### config.mk
export PLATFORM = sky130hd
export DESIGN_NAME = i2c_reg_target
export DESIGN_NICKNAME = d
export VERILOG_FILES = /design/src/rtl/i2c_reg_target.sv
export SDC_FILE = /design/constraint.sdc
export NUM_CORES = 1
export LEC_CHECK = 0
export ABC_AREA = 0
export BUFFER_PORTS_ARGS = -buffer_cell sky130_fd_sc_hd__buf_2
export CORE_MARGIN = 2
export CORE_UTILIZATION = 30
export CTS_CLUSTER_DIAMETER = 40
export CTS_CLUSTER_SIZE = 10
export DETAILED_ROUTE_END_ITERATION = 12
export PLACE_DENSITY = 0.59
export SYNTH_ARGS = -nofsm -noshare
export SYNTH_HDL_FRONTEND = slang
export SYNTH_SLANG_ARGS = --single-unit
### constraint.sdc
create_clock -name clk -period 2.5 [get_ports clk]
set_clock_uncertainty 0.05 [all_clocks]
set_input_delay 0.125 -clock clk [delete_from_list [all_inputs] [get_ports clk]]
set_output_delay 0.125 -clock clk [all_outputs]
set_load 0.01 [all_outputs]
### src/rtl/i2c_reg_target.sv
`default_nettype none
// ============================================================================
//  Module   : i2c_reg_target
//  Purpose  : I2C target with a pointer-addressed byte register bank,
//             auto-increment bursts and repeated-START support.
//  Revision : 1.0
// ============================================================================
module i2c_reg_target #(
    parameter logic [6:0] I2C_ADDR    = 7'h2A,
    parameter int         NUM_REGS    = 8,
    parameter int         SYNC_STAGES = 2,
    localparam int        PTR_W       = ($clog2(NUM_REGS) < 1) ? 1 : $clog2(NUM_REGS)
) (
    input  logic                  clk,
    input  logic                  reset,
    input  logic                  scl_i,
    output logic                  scl_o,
    input  logic                  sda_i,
    output logic                  sda_o,
    output logic [NUM_REGS*8-1:0] regs_o,
    output logic                  wr_stb_o,
    output logic [PTR_W-1:0]      wr_ptr_o,
    output logic                  busy_o
);

    typedef enum logic [3:0] {
        S_IDLE, S_ADDR, S_ADDR_ACK, S_PTR, S_PTR_ACK,
        S_WDATA, S_WDATA_ACK, S_RDATA, S_RDATA_ACK
    } state_t;

    logic [SYNC_STAGES-1:0] r_scl_sync, r_sda_sync;
    logic                   r_scl_d, r_sda_d;
    logic                   w_scl, w_sda;
    logic                   w_scl_rise, w_scl_fall, w_start, w_stop;

    state_t                 r_state, w_state_nxt;
    logic [3:0]             r_bit_cnt, w_bit_cnt_nxt;
    logic [7:0]             r_shift, w_shift_nxt;
    logic [PTR_W-1:0]       r_ptr, w_ptr_nxt, w_ptr_inc;
    logic                   r_sda_o, w_sda_o_nxt;
    logic                   r_busy, w_busy_nxt;
    logic                   r_rw, w_rw_nxt;
    logic                   r_wr_stb;
    logic [PTR_W-1:0]       r_wr_ptr;
    logic                   w_wr_en;
    logic [7:0]             w_byte, w_rd_byte;
    logic [7:0]             r_regs [NUM_REGS];

    assign w_scl      = r_scl_sync[SYNC_STAGES-1];
    assign w_sda      = r_sda_sync[SYNC_STAGES-1];
    assign w_scl_rise = w_scl & ~r_scl_d;
    assign w_scl_fall = ~w_scl & r_scl_d;
    assign w_start    = w_scl & r_scl_d & r_sda_d & ~w_sda;
    assign w_stop     = w_scl & r_scl_d & ~r_sda_d & w_sda;

    assign w_byte     = {r_shift[6:0], w_sda};
    assign w_rd_byte  = r_regs[r_ptr];
    assign w_ptr_inc  = (r_ptr == PTR_W'(NUM_REGS - 1)) ? '0 : r_ptr + PTR_W'(1);

    // Synchronisers reset to the idle-bus level so reset never fakes a START/STOP
    always_ff @(posedge clk) begin
        if (reset) begin
            r_scl_sync <= '1;
            r_sda_sync <= '1;
            r_scl_d    <= 1'b1;
            r_sda_d    <= 1'b1;
        end else begin
            r_scl_sync <= {r_scl_sync[SYNC_STAGES-2:0], scl_i};
            r_sda_sync <= {r_sda_sync[SYNC_STAGES-2:0], sda_i};
            r_scl_d    <= w_scl;
            r_sda_d    <= w_sda;
        end
    end

    always_comb begin
        w_state_nxt   = r_state;
        w_bit_cnt_nxt = r_bit_cnt;
        w_shift_nxt   = r_shift;
        w_ptr_nxt     = r_ptr;
        w_sda_o_nxt   = r_sda_o;
        w_busy_nxt    = r_busy;
        w_rw_nxt      = r_rw;
        w_wr_en       = 1'b0;

        if (w_start) begin
            w_state_nxt   = S_ADDR;
            w_bit_cnt_nxt = 4'd0;
            w_sda_o_nxt   = 1'b1;
            w_busy_nxt    = 1'b0;
        end else if (w_stop) begin
            w_state_nxt = S_IDLE;
            w_sda_o_nxt = 1'b1;
        end else begin
            case (r_state)
                S_ADDR, S_PTR, S_WDATA: begin
                    if (w_scl_rise) begin
                        w_shift_nxt   = w_byte;
                        w_bit_cnt_nxt = r_bit_cnt + 4'd1;
                        if (r_bit_cnt == 4'd7) begin
                            w_bit_cnt_nxt = 4'd0;
                            if (r_state == S_ADDR) begin
                                if (w_byte[7:1] == I2C_ADDR) begin
                                    w_rw_nxt    = w_byte[0];
                                    w_state_nxt = S_ADDR_ACK;
                                end else begin
                                    w_state_nxt = S_IDLE;
                                end
                            end else if (r_state == S_PTR) begin
                                if ({1'b0, w_byte} < 9'(NUM_REGS)) begin
                                    w_ptr_nxt   = w_byte[PTR_W-1:0];
                                    w_state_nxt = S_PTR_ACK;
                                end else begin
                                    w_state_nxt = S_IDLE;
                                end
                            end else begin
                                w_wr_en     = 1'b1;
                                w_ptr_nxt   = w_ptr_inc;
                                w_state_nxt = S_WDATA_ACK;
                            end
                        end
                    end
                end
                // First fall opens the ACK window (SDA still released), second closes it
                S_ADDR_ACK, S_PTR_ACK, S_WDATA_ACK: begin
                    if (w_scl_fall) begin
                        if (r_sda_o) begin
                            w_sda_o_nxt = 1'b0;
                            if (r_state == S_ADDR_ACK) w_busy_nxt = 1'b1;
                        end else if (r_state == S_ADDR_ACK && r_rw) begin
                            w_shift_nxt   = w_rd_byte;
                            w_sda_o_nxt   = w_rd_byte[7];
                            w_bit_cnt_nxt = 4'd0;
                            w_state_nxt   = S_RDATA;
                        end else begin
                            w_sda_o_nxt   = 1'b1;
                            w_bit_cnt_nxt = 4'd0;
                            w_state_nxt   = (r_state == S_ADDR_ACK) ? S_PTR : S_WDATA;
                        end
                    end
                end
                S_RDATA: begin
                    if (w_scl_rise) begin
                        w_bit_cnt_nxt = r_bit_cnt + 4'd1;
                    end else if (w_scl_fall) begin
                        if (r_bit_cnt == 4'd8) begin
                            w_sda_o_nxt = 1'b1;
                            w_state_nxt = S_RDATA_ACK;
                        end else begin
                            w_shift_nxt = {r_shift[6:0], 1'b0};
                            w_sda_o_nxt = r_shift[6];
                        end
                    end
                end
                S_RDATA_ACK: begin
                    if (w_scl_rise) begin
                        if (w_sda) w_state_nxt = S_IDLE;
                        else       w_ptr_nxt   = w_ptr_inc;
                    end else if (w_scl_fall) begin
                        w_shift_nxt   = w_rd_byte;
                        w_sda_o_nxt   = w_rd_byte[7];
                        w_bit_cnt_nxt = 4'd0;
                        w_state_nxt   = S_RDATA;
                    end
                end
                default: w_state_nxt = S_IDLE;
            endcase
        end

        if (w_state_nxt == S_IDLE) w_busy_nxt = 1'b0;
    end

    always_ff @(posedge clk) begin
        if (reset) begin
            r_state   <= S_IDLE;
            r_bit_cnt <= 4'd0;
            r_shift   <= 8'd0;
            r_ptr     <= '0;
            r_sda_o   <= 1'b1;
            r_busy    <= 1'b0;
            r_rw      <= 1'b0;
            r_wr_stb  <= 1'b0;
            r_wr_ptr  <= '0;
        end else begin
            r_state   <= w_state_nxt;
            r_bit_cnt <= w_bit_cnt_nxt;
            r_shift   <= w_shift_nxt;
            r_ptr     <= w_ptr_nxt;
            r_sda_o   <= w_sda_o_nxt;
            r_busy    <= w_busy_nxt;
            r_rw      <= w_rw_nxt;
            r_wr_stb  <= w_wr_en;
            if (w_wr_en) r_wr_ptr <= r_ptr;
        end
    end

    always_ff @(posedge clk) begin
        if (reset) begin
            for (int i = 0; i < NUM_REGS; i++) r_regs[i] <= 8'd0;
        end else if (w_wr_en) begin
            r_regs[r_ptr] <= w_byte;
        end
    end

    for (genvar gi = 0; gi < NUM_REGS; gi++) begin : g_regs
        assign regs_o[8*gi +: 8] = r_regs[gi];
    end

    assign scl_o    = 1'b1;
    assign sda_o    = r_sda_o;
    assign busy_o   = r_busy;
    assign wr_stb_o = r_wr_stb;
    assign wr_ptr_o = r_wr_ptr;

endmodule
`default_nettype wire

==> results of run 1 <==
## metal layers
layer | vias to the layer above | wire, um
met4 | 0 | 291
met3 | 21 | 886
li1 | 1661 | -
met2 | 128 | 5850
met1 | 1689 | 5800
met5 | - | 0
## sequential cells by signal (all words and copies together), names as in the netlist, named ones only
signal      count
r_sda_sync      2
r_state         4
r_scl_d         1
r_regs         64
wr_ptr_o        3
r_scl_sync      2
r_bit_cnt       4
wr_stb_o        1
sda_o           1
busy_o          1
r_ptr           3
r_rw            1
r_sda_d         1
r_shift         7
## final timing paths
| check | startpoint | end | slack, ns | cells past startpoint |
|---|---|---|---|---|
| hold / removal | reset | r_shift[0] | 0.02 | 2 |
| setup / recovery | r_state[0] | r_regs[0][5] | 0.11 | 5 |
| setup reg to reg | r_state[0] | r_regs[0][5] | 0.11 | 5 |
| hold reg to reg | r_scl_sync[0] | r_scl_sync[1] | 0.36 | 1 |
## synth_stat cells, types with 2 or more instances
master / instances
sky130_fd_sc_hd__nand3b_1: 3
sky130_fd_sc_hd__nand3_1: 8
sky130_fd_sc_hd__nor2_1: 35
sky130_fd_sc_hd__a211o_1: 6
sky130_fd_sc_hd__xnor2_1: 3
sky130_fd_sc_hd__nand4b_1: 2
sky130_fd_sc_hd__or2_2: 15
sky130_fd_sc_hd__a211oi_1: 4
sky130_fd_sc_hd__mux2i_1: 11
sky130_fd_sc_hd__nand2_1: 24
sky130_fd_sc_hd__and2_0: 2
sky130_fd_sc_hd__nor3_1: 15
sky130_fd_sc_hd__o211ai_1: 3
sky130_fd_sc_hd__nand2b_1: 7
sky130_fd_sc_hd__edfxtp_1: 64
sky130_fd_sc_hd__inv_1: 2
sky130_fd_sc_hd__buf_2: 4
sky130_fd_sc_hd__nor2b_1: 2
sky130_fd_sc_hd__o31ai_1: 2
sky130_fd_sc_hd__a21oi_1: 14
sky130_fd_sc_hd__dfxtp_1: 34
sky130_fd_sc_hd__o21a_1: 4
sky130_fd_sc_hd__ha_1: 4
sky130_fd_sc_hd__and2_1: 64
sky130_fd_sc_hd__a31oi_1: 5
sky130_fd_sc_hd__mux4_2: 16
sky130_fd_sc_hd__mux2_2: 2
sky130_fd_sc_hd__buf_4: 3
sky130_fd_sc_hd__clkbuf_1: 18
sky130_fd_sc_hd__nor3b_1: 4
sky130_fd_sc_hd__o21ai_0: 9
## area by class of cell
class / count / area [um^2] / share of cell area (%)
sequential: 98 / 2610 / 44.8
multi-input combinational: 283 / 2020 / 34.6
timing repair buffer: 107 / 626 / 10.8
tap: 211 / 264 / 4.54
clock buffer: 9 / 225 / 3.87
clock inverter: 7 / 76.3 / 1.31
inverter: 2 / 7.51 / 0.129
## power by group through the flow
stage	Combinational, mW	Clock (mW)	Sequential [mW]
floorplan	0.0653	0	1.83
global placement	0.146	0	1.82
detailed placement	0.146	0	1.82
CTS	0.148	1.46	1.78
global route	0.158	1.52	1.79
finish	0.147	1.43	1.78
## cell families (layout without fill, tap and decap cells)
family	count (synthesis)	count (layout)
AND/OR/NAND/NOR	192	192
flip-flops	98	98
AO/OA/AOI/OAI	53	53
multiplexers	29	29
buffers and inverters	29	125
adder cells (fa/ha/maj)	4	4
XOR/XNOR	4	4
other	1	1
## critical path, cell delays in order (launching register included)
cell	delay (ns)
sky130_fd_sc_hd__dfxtp_1	0.40
sky130_fd_sc_hd__nor4bb_1	0.49
sky130_fd_sc_hd__nand3_1	0.19
sky130_fd_sc_hd__or3_1	0.45
sky130_fd_sc_hd__nor3_1	0.23
sky130_fd_sc_hd__or2_2	0.27
## metrics by stage
step / total power, mW / hold WS (ns) / utilization, %
2_1_floorplan: 1.89 / 0.179 / -
3_3_place_gp: 1.96 / 0.264 / 35.8
5_1_grt: 3.46 / 0.0227 / 38.0
6_report: 3.36 / 0.0235 / 38.0
3_5_place_dp: 1.97 / 0.264 / 35.8
4_1_cts: 3.39 / 0.00646 / 37.9
## what timing repair did
| action | 4_1_cts | 5_1_grt |
|---|---|---|
| endpoints found under the hold margin | 2 | 0 |
| gates resized for setup | 0 | 3 |
| endpoints found under the setup margin | 0 | 6 |
| hold buffers | 2 | 0 |
==> results.ini, run 1 <==
[clocking]
clock_sink_total = 98
htree_levels = 3
clock_insertion_delay_worst_skew_ns = 0.36
cts-root-buf = sky130_fd_sc_hd__clkbuf_16
numCtsBuffers = 9
postCtsSetupRepairBufs = 0
clock_path_buffers = 2
clkSlewWorstSetupHoldPaths_ns = 0.07
cts_tree = done

[die]
die_w_um = 130
top_level_i_o_count = 75
total_die_area_um2 = 16800
rows = 45
fp.dieH_um = 130
initial_core_util_pct = 31.0
core-area_um2 = 15300

[finish]
most-common-layout-cells = 73 x sky130_fd_sc_hd__buf_2, 64 x sky130_fd_sc_hd__and2_1, 64 x sky130_fd_sc_hd__edfxtp_1
layout_cells_sized_above_1_pct = 31.4
num-nets-final = 509
fillers = 1540
layout.cells.most_common = sky130_fd_sc_hd__buf_2
synthToLayoutAreaGrowth_pct = 22.8
antenna_cells_inserted = 0
final_cell_area_um2 = 5820
post_layout_instance_count_excluding_filler_cells = 717

[power_and_ir_drop]
switching_share_pct = 22.6
ir_worst_vdd_uv = 515
clock_power_share_pct = 42.5
power.net_switching_mw = 0.760
power.leakage_nw = 2.28
power.combinational.fraction_pct = 4.4
power.density_nw_per_um2 = 577
sequentialPowerShare_pct = 53.1
internal_power_mw = 2.60

[yosys]
synth_top_family_by_area = simple AND/OR/NAND/NOR gates
synth_area_leader_cell = sky130_fd_sc_hd__edfxtp_1
synth.top_cell.area_share_pct = 40.5
synth_xor_area_share_pct = 0.739
synth_compound_area_share_pct = 7.39
synth_simple_gate_area_share_pct = 22.6
synth-warning-count = 0
postSynth.asyncResetShare_pct = 0
syn_area_um2 = 4740
synthesis.area_per_instance_um2 = 11.6
syn_nets = 418
ys_seq_elements = 98
synthAdderAreaFrac_pct = 1.06
synth.area.mux_share_pct = 10.4
post_synth_edffs = 64
yosys_most_used_dff = sky130_fd_sc_hd__edfxtp_1
synth.distinct_cells = 52
synthCells = 410
synth_seq_area_share_pct = 54.9
synthTopCellsByArea = sky130_fd_sc_hd__edfxtp_1 41%, sky130_fd_sc_hd__dfxtp_1 14%, sky130_fd_sc_hd__and2_1 8.4%, sky130_fd_sc_hd__mux4_2 7.6%, sky130_fd_sc_hd__nor2_1 2.8%

[sta]
finalWorstPathRequiredPeriod_ns = 2.39
slew_headroom_pct = 63.3
setup_ws_ns = 0.114
grt_setup_unrepaired = false
setup_viol = 0
post-route-period-util_pct = 95.4
max_clock_freq_ghz = 0.419
setup_tns_ns = 0
transition_time_of_the_tightest_slew_check_pin_ns = 0.549
timing.final.hold_violations = 0
number_of_slew_limit_violations_in_the_final_report = 0

[placed_design]
post_dp_cell_area_um2 = 5490
detailedPlacementHpwl_um = 9410
numPlacedInstances = 699
pre_cts_ws_ns = 0.141
gp_routability_congestion = 0.880
io_buffers = 73

[worst_setup_path]
worstPathRequired_ns = 2.51
crit_path_max_fanout = 8
critPathCaptureType = flop
cp.arrival_ns = 2.39
cp_startpoint_kind = flop
crit_type = flop to flop

[routing]
vias_per_cell = 4.88
remaining_drcs = 0
first_iter_violations = 254
drt_pre_antenna_iters = 4
routed_wirelength_um = 12800
route.antenna.remaining_nets = 0
avgRoutedWirePerCell_um = 17.9
vias = 3499

[global_route]
grt_max_degree = 31
globalRouteMet1Util_pct = 22.7
global_route.overflow_total = 0
antenna_violations_before_repair = 0
global_route_wire_length_before_repair_um = 19800
layer_with_the_highest_usage = met2
use_met2_pct = 24.0
grt_pass1_vias = 3386
use_met3_pct = 3.44
globalRouteTotalUtil_pct = 16.0

[status]
run_status = complete, no violations

[min_path]
worstHoldPathType = input port to flop

[job]
drv_cap = 0

No activity file was read; power rests on OpenSTA's default activity.
==> inputs of run 2 (changes only) <==
Settings changed: ABC_AREA 0 to 1, CORE_UTILIZATION 30 to 50, PLACE_DENSITY 0.59 to 0.85.
==> run 2 against run 1 <==
  * Setup slack better by 0.050 ns
  * Register-to-register slack better by 0.05 ns
  * Non-clock buffer count down 25
  * Wire length up 0.41%
  * Maximum frequency up 2.1%
  * Design area down 5.1%
  * Flip-flop and latch count unchanged
==> results.ini, run 2 <==
[status]
run_status = complete, no violations  ; unchanged

[sta]
transition_time_of_the_tightest_slew_check_pin_ns = 0.852  ; was 0.549 ns
grt_setup_unrepaired = false  ; unchanged
setup_ws_ns = 0.164  ; was 0.114 ns
max_clock_freq_ghz = 0.428  ; was 0.419 GHz
finalWorstPathRequiredPeriod_ns = 2.34  ; was 2.39 ns
post-route-period-util_pct = 93.4  ; was 95.4%
setup_tns_ns = 0  ; unchanged
hold-worst-slack_ns = 0.00210  ; was 0.0235 ns
setup_viol = 0  ; unchanged
timing.final.hold_violations = 0  ; unchanged
number_of_slew_limit_violations_in_the_final_report = 0  ; unchanged
slew_headroom_pct = 43.2  ; was 63.3%

[clocking]
postCtsSetupRepairBufs = 0  ; unchanged
cts-root-buf = sky130_fd_sc_hd__clkbuf_8  ; was sky130_fd_sc_hd__clkbuf_16
clock_sink_total = 98  ; unchanged
cts_tree = done  ; unchanged
htree_levels = 3  ; unchanged
numCtsBuffers = 9  ; unchanged
clock_insertion_delay_worst_skew_ns = 0.38  ; was 0.36 ns
clkSlewWorstSetupHoldPaths_ns = 0.10  ; was 0.07 ns
clock_path_buffers = 2  ; unchanged

[yosys]
syn_nets = 593  ; was 418
synth.most_common_cell = sky130_fd_sc_hd__nor2_1
ys_seq_elements = 98  ; unchanged
syn_area_um2 = 4780  ; was 4740 um^2
synth_seq_area_share_pct = 54.5  ; was 54.9%
synth.top_cell.area_share_pct = 40.2  ; was 40.5%
postSynth.asyncResetShare_pct = 0  ; unchanged
post_synth_edffs = 64  ; unchanged
synthCells = 585  ; was 410
yosys_most_used_dff = sky130_fd_sc_hd__edfxtp_1  ; unchanged
synthesis.area_per_instance_um2 = 8.17  ; was 11.6 um^2
synth_area_leader_cell = sky130_fd_sc_hd__edfxtp_1  ; unchanged
synth-warning-count = 0  ; unchanged
synthTopCellsByArea = sky130_fd_sc_hd__edfxtp_1 40%, sky130_fd_sc_hd__dfxtp_1 14%, sky130_fd_sc_hd__nor2_1 12%, sky130_fd_sc_hd__nand2_1 9.2%, sky130_fd_sc_hd__nand3_1 4.3%  ; was sky130_fd_sc_hd__edfxtp_1 41%, sky130_fd_sc_hd__dfxtp_1 14%, sky130_fd_sc_hd__and2_1 8.4%, sky130_fd_sc_hd__mux4_2 7.6%, sky130_fd_sc_hd__nor2_1 2.8%
synth.distinct_cells = 33  ; was 52
ys_top_cells_by_count = 155 x sky130_fd_sc_hd__nor2_1, 117 x sky130_fd_sc_hd__nand2_1, 64 x sky130_fd_sc_hd__edfxtp_1, 41 x sky130_fd_sc_hd__nand3_1, 35 x sky130_fd_sc_hd__o21ai_0  ; was 64 x sky130_fd_sc_hd__and2_1, 64 x sky130_fd_sc_hd__edfxtp_1, 35 x sky130_fd_sc_hd__nor2_1, 34 x sky130_fd_sc_hd__dfxtp_1, 24 x sky130_fd_sc_hd__nand2_1

[global_route]
grt_max_degree = 33  ; was 31
globalRouteTotalUtil_pct = 25.3  ; was 16.0%
grt_pass1_vias = 4190  ; was 3386
global_route.overflow_total = 0  ; unchanged
global_route_wire_length_before_repair_um = 20000  ; was 19800 um
antenna_violations_before_repair = 0  ; unchanged

[placed_design]
gp_routability_congestion = 0.938  ; was 0.880
numPlacedInstances = 770  ; was 699
detailedPlacementHpwl_um = 9260  ; was 9410 um
pre_cts_ws_ns = 0.110  ; was 0.141 ns
io_buffers = 73  ; unchanged
post_dp_cell_area_um2 = 5250  ; was 5490 um^2

[finish]
final_cell_area_um2 = 5520  ; was 5820 um^2
layout_cells_sized_above_1_pct = 20.9  ; was 31.4%
post_layout_instance_count_excluding_filler_cells = 788  ; was 717
registers.top_by_ff_count = r_regs  ; unchanged
reg.largest.list = r_regs: 64 flops, r_shift: 7 flops  ; unchanged
area_taken_by_multi_input_logic_gates_um2 = 1940  ; was 2020 um^2
most-common-layout-cells = 155 x sky130_fd_sc_hd__nor2_1, 109 x sky130_fd_sc_hd__nand2_1, 73 x sky130_fd_sc_hd__buf_2  ; was 73 x sky130_fd_sc_hd__buf_2, 64 x sky130_fd_sc_hd__and2_1, 64 x sky130_fd_sc_hd__edfxtp_1
final-seq-area_um2 = 2600  ; was 2610 um^2
fillers = 771  ; was 1540
layout.cells.most_common = sky130_fd_sc_hd__nor2_1  ; was sky130_fd_sc_hd__buf_2
largest_reg_flops = 64  ; unchanged
synthToLayoutAreaGrowth_pct = 15.6  ; was 22.8%
antenna_cells_inserted = 0  ; unchanged
num-nets-final = 662  ; was 509

[job]
drv_cap = 0  ; unchanged

[power_and_ir_drop]
ir_worst_vdd_uv = 351  ; was 515 uV
power.density_nw_per_um2 = 584  ; was 577 nW/um^2
power.leakage_nw = 2.36  ; was 2.28 nW

[die]
die_w_um = 102  ; was 130 um
initial_core_util_pct = 51.7  ; was 31.0%
total_die_area_um2 = 10400  ; was 16800 um^2
top_level_i_o_count = 75  ; unchanged
core-area_um2 = 9240  ; was 15300 um^2
fp.dieH_um = 102  ; was 130 um
rows = 35  ; was 45

[min_path]
holdCritStartpoint = reset  ; unchanged
worstHoldPathType = input port to flop  ; unchanged

[worst_setup_path]
cp.arrival_ns = 2.36  ; was 2.39 ns
r2r-start = r_bit_cnt[0]  ; was r_state[0]
crit_path_max_fanout = 9  ; was 8
crit_type = flop to flop  ; unchanged
cp_startpoint_kind = flop  ; unchanged
worstPathRequired_ns = 2.52  ; was 2.51 ns
critical_path_start = r_bit_cnt[0]  ; was r_state[0]
critPathCaptureType = flop  ; unchanged

[routing]
vias_per_cell = 5.56  ; was 4.88
avgRoutedWirePerCell_um = 16.3  ; was 17.9 um
drt_pre_antenna_iters = 8  ; was 4
routed_wirelength_um = 12900  ; was 12800 um
route.antenna.remaining_nets = 0  ; unchanged
vias = 4380  ; was 3499
first_iter_violations = 496  ; was 254
remaining_drcs = 0  ; unchanged

## run 2: cell types whose count changed in the layout (fill, tap and decap cells not counted), sizes merged, moves of 11 or more
| cell | change |
|---|---|
| o21ai | +27 |
| mux4 | -16 |
| and2 | -66 |
| buf | -25 |
| inv | +39 |
| nand2 | +105 |
| mux2i | -11 |
| nor2 | +129 |
| nor3 | -12 |
| or2 | -11 |
| nand3 | +33 |
## run 2: stage by stage
step / power, mW / util (%)
CTS: 3.20 / 59.4
finish: 3.22 / 59.7
global placement: 2.13 / 56.8
detailed placement: 2.14 / 56.8
floorplan: 2.03 / -
global route: 3.31 / 59.7
## run 2: layout make-up
cell class | instances | share of cell area [%]
Sequential cell | 98 | 47.1
Multi-Input combinational cell | 420 | 35.2
Timing Repair Buffer | 82 | 7.93
Inverter | 43 | 2.92
Tap cell | 129 | 2.92
Clock buffer | 9 | 2.24
Clock inverter | 7 | 1.68
## run 2: worst max-delay path, stage by stage, from the launching register on
cell and delay (ns):
sky130_fd_sc_hd__dfxtp_1 0.39, sky130_fd_sc_hd__ha_1 0.22, sky130_fd_sc_hd__nand2_1 0.09, sky130_fd_sc_hd__nor2_2 0.16, sky130_fd_sc_hd__nand2_2 0.13, sky130_fd_sc_hd__nor2_4 0.16, sky130_fd_sc_hd__inv_2 0.06, sky130_fd_sc_hd__nor2_2 0.11
sky130_fd_sc_hd__inv_2 0.08, sky130_fd_sc_hd__nor2_4 0.22, sky130_fd_sc_hd__nand2_2 0.17, sky130_fd_sc_hd__nand2_2 0.21
## run 2: kinds of logic (layout without fill, tap and decap cells)
group / after synthesis / after routing / synth area share [%]
compound gates: 64 / 64 / 7.31
xor+xnor: 1 / 1 / 0.183
fa+ha+maj: 4 / 4 / 1.05
buf+inv: 67 / 141 / 5.63
flops: 98 / 98 / 54.5
other cells: 1 / 1 / 0.0785
simple gates: 350 / 350 / 31.3
## run 2: layer usage
metal | GRT usage (%) | wire length [um] | share of wire, % | up-vias
met5 | 0 | 0 | 0 | -
met4 | 13.5 | 495 | 3.8 | 0
met2 | 39.9 | 5970 | 46 | 282
li1 | - | - | - | 2037
met3 | 4.55 | 1210 | 9.4 | 54
met1 | 33.1 | 5200 | 40 | 2007
## run 2: power by group
group | switching [mW] | internal [mW] | total [mW]
logic | 0.212 | 0.0951 | 0.307
registers | 0.0413 | 1.77 | 1.81
clock network | 0.611 | 0.491 | 1.10
total | 0.864 | 2.36 | 3.22
## run 2: worst paths after layout
path	to	cells past startpoint	slack [ns]
max reg2reg	r_regs[7][3]	11	0.16
max	r_regs[7][3]	11	0.16
min reg2reg	r_scl_sync[1]	1	0.37
min	r_state[0]	2	0.002
## run 2: timing repair
item / CTS / global route
resized for setup: 0 / 11
endpoints found under the setup margin: 0 / 64
hold buffers: 2 / 0
hold endpoints to repair: 2 / 0
